===== src/rtl/accum_cpu_sequencer.sv =====
// accum_cpu_sequencer
// Multi-cycle controller for an accumulator CPU. It owns the PC and the
// instruction register and runs each instruction as a series of states:
// fetch, decode, operand read, ALU execute, writeback, store or jump.
// Instruction word = {opcode[3:0], addr[ADDR_W-1:0]}.
//
// Ports:
//   clk, rst_n            clock (rising edge), asynchronous active-low reset
//   run                   level enable, sampled at instruction boundaries
//   mem_req/mem_we/mem_addr  registered memory request, held until mem_ready
//   mem_rdata, mem_ready  memory read data and completion
//   alu_op, alu_start     opcode to the ALU and a one-cycle start pulse
//   alu_done              ALU result valid
//   opnd_ld               latch mem_rdata into the operand register
//   ld_ac, ac_src         accumulator load strobe and source select
//   pc                    current program counter
//   halted, fault         sticky halt flag and sticky ALU-timeout flag
module accum_cpu_sequencer #(
    parameter int          ADDR_W      = 12,
    parameter int unsigned RESET_PC    = 0,
    parameter int          ALU_TIMEOUT = 64
) (
    input  logic                clk,
    input  logic                rst_n,
    input  logic                run,
    output logic                mem_req,
    output logic                mem_we,
    output logic [ADDR_W-1:0]   mem_addr,
    input  logic [ADDR_W+3:0]   mem_rdata,
    input  logic                mem_ready,
    output logic [3:0]          alu_op,
    output logic                alu_start,
    input  logic                alu_done,
    output logic                opnd_ld,
    output logic                ld_ac,
    output logic                ac_src,
    output logic [ADDR_W-1:0]   pc,
    output logic                halted,
    output logic                fault
);

    localparam int TMO_W = $clog2(ALU_TIMEOUT + 1);

    typedef enum logic [2:0] {
        ST_IDLE, ST_FETCH, ST_DECODE, ST_OPRD, ST_EXEC, ST_WB, ST_STORE, ST_HALT
    } state_e;

    state_e              state_q, state_d;
    logic [ADDR_W-1:0]   pc_q, pc_d;
    logic [ADDR_W+3:0]   ir_q, ir_d;
    logic                mem_req_q, mem_req_d;
    logic                mem_we_q, mem_we_d;
    logic [ADDR_W-1:0]   mem_addr_q, mem_addr_d;
    logic                alu_start_q, alu_start_d;
    logic                ld_ac_q, ld_ac_d;
    logic                halted_q, halted_d;
    logic                fault_q, fault_d;
    logic [TMO_W-1:0]    tmo_q, tmo_d;

    logic                to_fetch_s;
    logic                fetch_gap_s;
    logic [ADDR_W-1:0]   fetch_pc_s;
    logic [3:0]          ir_op_s;
    logic [ADDR_W-1:0]   ir_addr_s;

    assign ir_op_s   = ir_q[ADDR_W+3 -: 4];
    assign ir_addr_s = ir_q[ADDR_W-1:0];

    // Next-state and next-output computation for the whole sequencer.
    always_comb begin
        state_d     = state_q;
        pc_d        = pc_q;
        ir_d        = ir_q;
        mem_req_d   = mem_req_q;
        mem_we_d    = mem_we_q;
        mem_addr_d  = mem_addr_q;
        alu_start_d = 1'b0;
        ld_ac_d     = 1'b0;
        halted_d    = halted_q;
        fault_d     = fault_q;
        tmo_d       = tmo_q;
        to_fetch_s  = 1'b0;
        fetch_gap_s = 1'b0;
        fetch_pc_s  = pc_q;

        case (state_q)
            ST_IDLE: begin
                if (run) begin
                    to_fetch_s = 1'b1;
                end else begin
                    state_d = ST_IDLE;
                end
            end
            ST_FETCH: begin
                if (mem_req_q) begin
                    if (mem_ready) begin
                        ir_d      = mem_rdata;
                        pc_d      = pc_q + ADDR_W'(1);
                        mem_req_d = 1'b0;
                        state_d   = ST_DECODE;
                    end else begin
                        state_d = ST_FETCH;
                    end
                end else begin
                    // Entered with the request deliberately low (after a
                    // store); raise it now.
                    mem_req_d  = 1'b1;
                    mem_we_d   = 1'b0;
                    mem_addr_d = pc_q;
                end
            end
            ST_DECODE: begin
                case (ir_op_s)
                    4'd0: begin
                        state_d    = ST_STORE;
                        mem_req_d  = 1'b1;
                        mem_we_d   = 1'b1;
                        mem_addr_d = ir_addr_s;
                    end
                    4'd1, 4'd2, 4'd3, 4'd4, 4'd5, 4'd6, 4'd7, 4'd8, 4'd9: begin
                        state_d    = ST_OPRD;
                        mem_req_d  = 1'b1;
                        mem_we_d   = 1'b0;
                        mem_addr_d = ir_addr_s;
                    end
                    4'd15: begin
                        pc_d       = ir_addr_s;
                        to_fetch_s = 1'b1;
                        fetch_pc_s = ir_addr_s;
                    end
                    default: begin
                        state_d  = ST_HALT;
                        halted_d = 1'b1;
                    end
                endcase
            end
            ST_OPRD: begin
                if (mem_ready) begin
                    mem_req_d   = 1'b0;
                    state_d     = ST_EXEC;
                    alu_start_d = 1'b1;
                    tmo_d       = '0;
                end else begin
                    state_d = ST_OPRD;
                end
            end
            ST_EXEC: begin
                if (alu_done) begin
                    state_d = ST_WB;
                    ld_ac_d = 1'b1;
                    tmo_d   = '0;
                end else if (tmo_q == TMO_W'(ALU_TIMEOUT - 1)) begin
                    // This was the last allowed cycle without alu_done.
                    state_d  = ST_HALT;
                    halted_d = 1'b1;
                    fault_d  = 1'b1;
                end else begin
                    tmo_d = tmo_q + TMO_W'(1);
                end
            end
            ST_WB: begin
                to_fetch_s = 1'b1;
            end
            ST_STORE: begin
                if (mem_ready) begin
                    mem_req_d   = 1'b0;
                    mem_we_d    = 1'b0;
                    to_fetch_s  = 1'b1;
                    // Leave one idle request cycle between store and fetch.
                    fetch_gap_s = 1'b1;
                end else begin
                    state_d = ST_STORE;
                end
            end
            ST_HALT: begin
                state_d   = ST_HALT;
                mem_req_d = 1'b0;
                mem_we_d  = 1'b0;
            end
            default: begin
                state_d   = ST_HALT;
                halted_d  = 1'b1;
                mem_req_d = 1'b0;
                mem_we_d  = 1'b0;
            end
        endcase

        // Instruction boundary: fetch the next instruction or park in IDLE.
        if (to_fetch_s) begin
            if (run) begin
                state_d    = ST_FETCH;
                mem_req_d  = ~fetch_gap_s;
                mem_we_d   = 1'b0;
                mem_addr_d = fetch_pc_s;
            end else begin
                state_d   = ST_IDLE;
                mem_req_d = 1'b0;
                mem_we_d  = 1'b0;
            end
        end else begin
            fetch_pc_s = fetch_pc_s;
        end
    end

    // State, PC, IR and registered output flops.
    always_ff @(posedge clk or negedge rst_n) begin
        if (!rst_n) begin
            state_q     <= ST_IDLE;
            pc_q        <= ADDR_W'(RESET_PC);
            ir_q        <= '0;
            mem_req_q   <= 1'b0;
            mem_we_q    <= 1'b0;
            mem_addr_q  <= '0;
            alu_start_q <= 1'b0;
            ld_ac_q     <= 1'b0;
            halted_q    <= 1'b0;
            fault_q     <= 1'b0;
            tmo_q       <= '0;
        end else begin
            state_q     <= state_d;
            pc_q        <= pc_d;
            ir_q        <= ir_d;
            mem_req_q   <= mem_req_d;
            mem_we_q    <= mem_we_d;
            mem_addr_q  <= mem_addr_d;
            alu_start_q <= alu_start_d;
            ld_ac_q     <= ld_ac_d;
            halted_q    <= halted_d;
            fault_q     <= fault_d;
            tmo_q       <= tmo_d;
        end
    end

    assign mem_req   = mem_req_q;
    assign mem_we    = mem_we_q;
    assign mem_addr  = mem_addr_q;
    assign alu_op    = ir_op_s;
    assign alu_start = alu_start_q;
    assign ld_ac     = ld_ac_q;
    // Every AC load comes from the ALU result.
    assign ac_src    = 1'b0;
    assign pc        = pc_q;
    assign halted    = halted_q;
    assign fault     = fault_q;
    // Operand data is only valid in the cycle mem_ready is high, so the
    // latch strobe follows mem_ready directly.
    assign opnd_ld   = (state_q == ST_OPRD) & mem_req_q & mem_ready;

endmodule


===== config.mk =====
export PLATFORM = sky130hd
export DESIGN_NAME = accum_cpu_sequencer
export DESIGN_NICKNAME = d
export VERILOG_FILES = /design/src/rtl/accum_cpu_sequencer.sv
export SDC_FILE = /design/constraint.sdc
export NUM_CORES = 1
export LEC_CHECK = 0
export BUFFER_PORTS_ARGS = -buffer_cell sky130_fd_sc_hd__buf_2
export CAP_MARGIN = 20
export CELL_PAD_IN_SITES_DETAIL_PLACEMENT = 0
export CELL_PAD_IN_SITES_GLOBAL_PLACEMENT = 1
export CORE_MARGIN = 10
export CORE_UTILIZATION = 46
export CTS_CLUSTER_SIZE = 8
export DETAILED_ROUTE_END_ITERATION = 6
export GPL_ROUTABILITY_DRIVEN = 0
export PLACE_DENSITY = 0.95
export SYNTH_ARGS = -nofsm -noshare
export SYNTH_HDL_FRONTEND = slang
export SYNTH_SLANG_ARGS = --single-unit

===== constraint.sdc =====
create_clock -name clk -period 2.49 [get_ports clk]
set_input_delay 0.498 -clock clk [delete_from_list [all_inputs] [get_ports clk]]
set_output_delay 0.498 -clock clk [all_outputs]
set_load 0.1 [all_outputs]

==> flow_metrics.tcl <==
set metrics [dict create \
    status "finished clean" \
    cp.arrival_ns 1.73 \
    hold_violations 0 \
    synth-async-reset-ratio 1.000 \
    r2r.worst_path.cells 5 \
    drv_slew 0 \
    synth-main-ff-cell "dfrtp_1" \
    grt_pass1_vias 2968 \
    hp-class "in2async" \
    fin_tns_setup_ns 0 \
    nNetsFinal 440 \
    h-tree-depth 2 \
    worst_slew_pin_slew_ns 0.7015 \
    required_ns 1.99 \
    drt-total-wl_um 8983 \
    ctsHoldBuffers 0 \
    vias 3040 \
    grt_max_degree 30 \
    wl_per_cell_um 17.41 \
    synth-seq-cells 56 \
    drtPass1Iterations 4 \
    die_area_um2 11290 \
    syn_inst 368 \
    path_clk_slew_ns 0.10 \
    clockBufferDepth 2 \
    finalCritPeriodShare 0.8961 \
    portBuffers 55 \
    vias_per_cell 5.891 \
    diodes 0 \
    dieHeight_um 106.3 \
    antenna_left 0 \
    yosysUniqueCellTypes 62 \
    hpwl_um 6574 \
    cts.sinks 56 \
    crit_path_start_kind "flip-flop" \
    synth.avg_cell_area_um2 9.302 \
    netlist_area_um2 3423 \
    worst_slew_margin_rel 0.5323 \
    grt_remaining_overflow 0 \
    critPathKind "reg2out" \
    crit_path_end_kind "output port" \
    rows 31 \
    fin_hold_ws_ns 0.2213 \
    cts_buffers 5 \
    cts_tree "done" \
    antenna_found_initial 0 \
    grt_first_pass_wirelength_um 14950 \
    synth_edf_count 0 \
    yosysWarnings 0 \
    area_growth_pct 14.25 \
    ys_seq_area_frac 0.4094 \
    drtIter0Drc 254 \
    skew_ns 0.009142 \
    io-pin-count 57 \
    fmax_mhz 448.2 \
    clk_latency_ns 0.31 \
    rsz0062_at_grt "no" \
    path_max_fanout 16 \
    track_usage 0.1580 \
    setup_viol 0 \
    initial_core_util 0.4720 \
    layout.cells.non_filler 516 \
    dieWidth_um 106.3 \
    root_buffer "clkbuf_8" \
    synth_nets 391 \
    dp.cells 509 \
    fin_crit_ns 2.231 \
    post-route-drc-count 0 \
    drive_above_1_share 0.2758 \
    core_area_um2 7253 \
    cap_violations 0 \
]
flip-flops by register name, summed over array words and instances (netlist names), 3 cells and up:
register and cells:
ir_q 16, mem_addr 12, pc 12, tmo_q 7
state_q 3
per-layer routing:
metal,part of all wire,GRT usage
met5,0,0
met4,0.012,0.04159
met3,0.074,0.03623
met2,0.47,0.2447
met1,0.45,0.2168
logic make-up after synthesis:
family                   share of synthesized area
AND/OR/NAND/NOR                             0.2193
AO/OA/AOI/OAI                               0.2299
flip-flops                                  0.4094
buffers and inverters                      0.05409
multiplexers                               0.07383
adder cells (fa/ha/maj)                   0.007309
XOR/XNOR                                  0.005118
other                                     0.001095
path summary, 6_finish.rpt:
kind | endpoint | slack [ns] | start
hold reg to reg | fault | 0.48 | fault
hold / removal | halted | 0.22 | rst_n
max in group asynchronous | pc[8] | 1.67 | rst_n
setup reg to reg | mem_addr[8] | 0.36 | state_q[1]
min in group clk | ir_q[7] | 0.41 | mem_rdata[7]
setup / recovery | opnd_ld | 0.26 | state_q[1]
cells in the mapped netlist (5+ instances only):
| cell | instances | area (µm²) |
|---|---|---|
| a221oi_1 | 10 | 87.58 |
| a31oi_1 | 14 | 87.58 |
| nand2b_1 | 5 | 31.28 |
| a21oi_1 | 31 | 155.2 |
| nand3_1 | 8 | 40.04 |
| o21ai_0 | 17 | 85.08 |
| and3_1 | 6 | 37.54 |
| nor2_1 | 26 | 97.59 |
| dfrtp_1 | 56 | 1401 |
| nand2_1 | 32 | 120.1 |
| buf_4 | 11 | 82.58 |
| mux2i_1 | 5 | 50.05 |
| or3_1 | 5 | 31.28 |
| clkbuf_1 | 7 | 26.28 |
| buf_2 | 13 | 65.06 |
| mux2_2 | 18 | 202.7 |
| a211oi_1 | 5 | 37.54 |
| o211ai_1 | 7 | 52.55 |
| o31ai_1 | 5 | 37.54 |
| nor2b_1 | 14 | 87.58 |
layout by cell type, fill, tap and decap left out, types with 8 or more instances in the layout:
cell      instances
a31oi_1          14
buf_2            54
a221oi_1         10
a21oi_1          31
nand2_1          32
mux2_2           18
nand3_1           8
dfrtp_1          55
nor2b_1          14
o21ai_0          17
nor2_1           26
buf_4            17
layout make-up:
type / count / area [µm²]
well taps: 99 / 123.9
clock buffers: 5 / 68.82
clock inverters: 2 / 12.51
repair buffers: 74 / 457.9
multi-input cells: 278 / 1838
fillers: 679 / 3342
inverters: 2 / 7.507
flip-flops and latches: 56 / 1403
critical path: stages, from the launching register on:
cell and delay, ns:
dfrtp_1 0.70, and4b_1 0.36, and2_2 0.19, buf_12 0.17
metrics by stage:
step	worst slack, ns	area [µm²]	utilization
6_report	0.2588	3911	0.5392
5_1_grt	0.1788	3911	0.5392
4_1_cts	0.04944	3910	0.5391
3_5_place_dp	0.2645	3829	0.5279
3_3_place_gp	0.3335	3829	0.5279
2_1_floorplan	0.2311	3425	-
what timing repair did:
item	CTS	global route
setup buffers	0	0
resized for setup	0	1
setup endpoints to repair	0	2
Power is not shown: default switching activity piles up to over one toggle a cycle in this logic, so the estimate is an artifact.
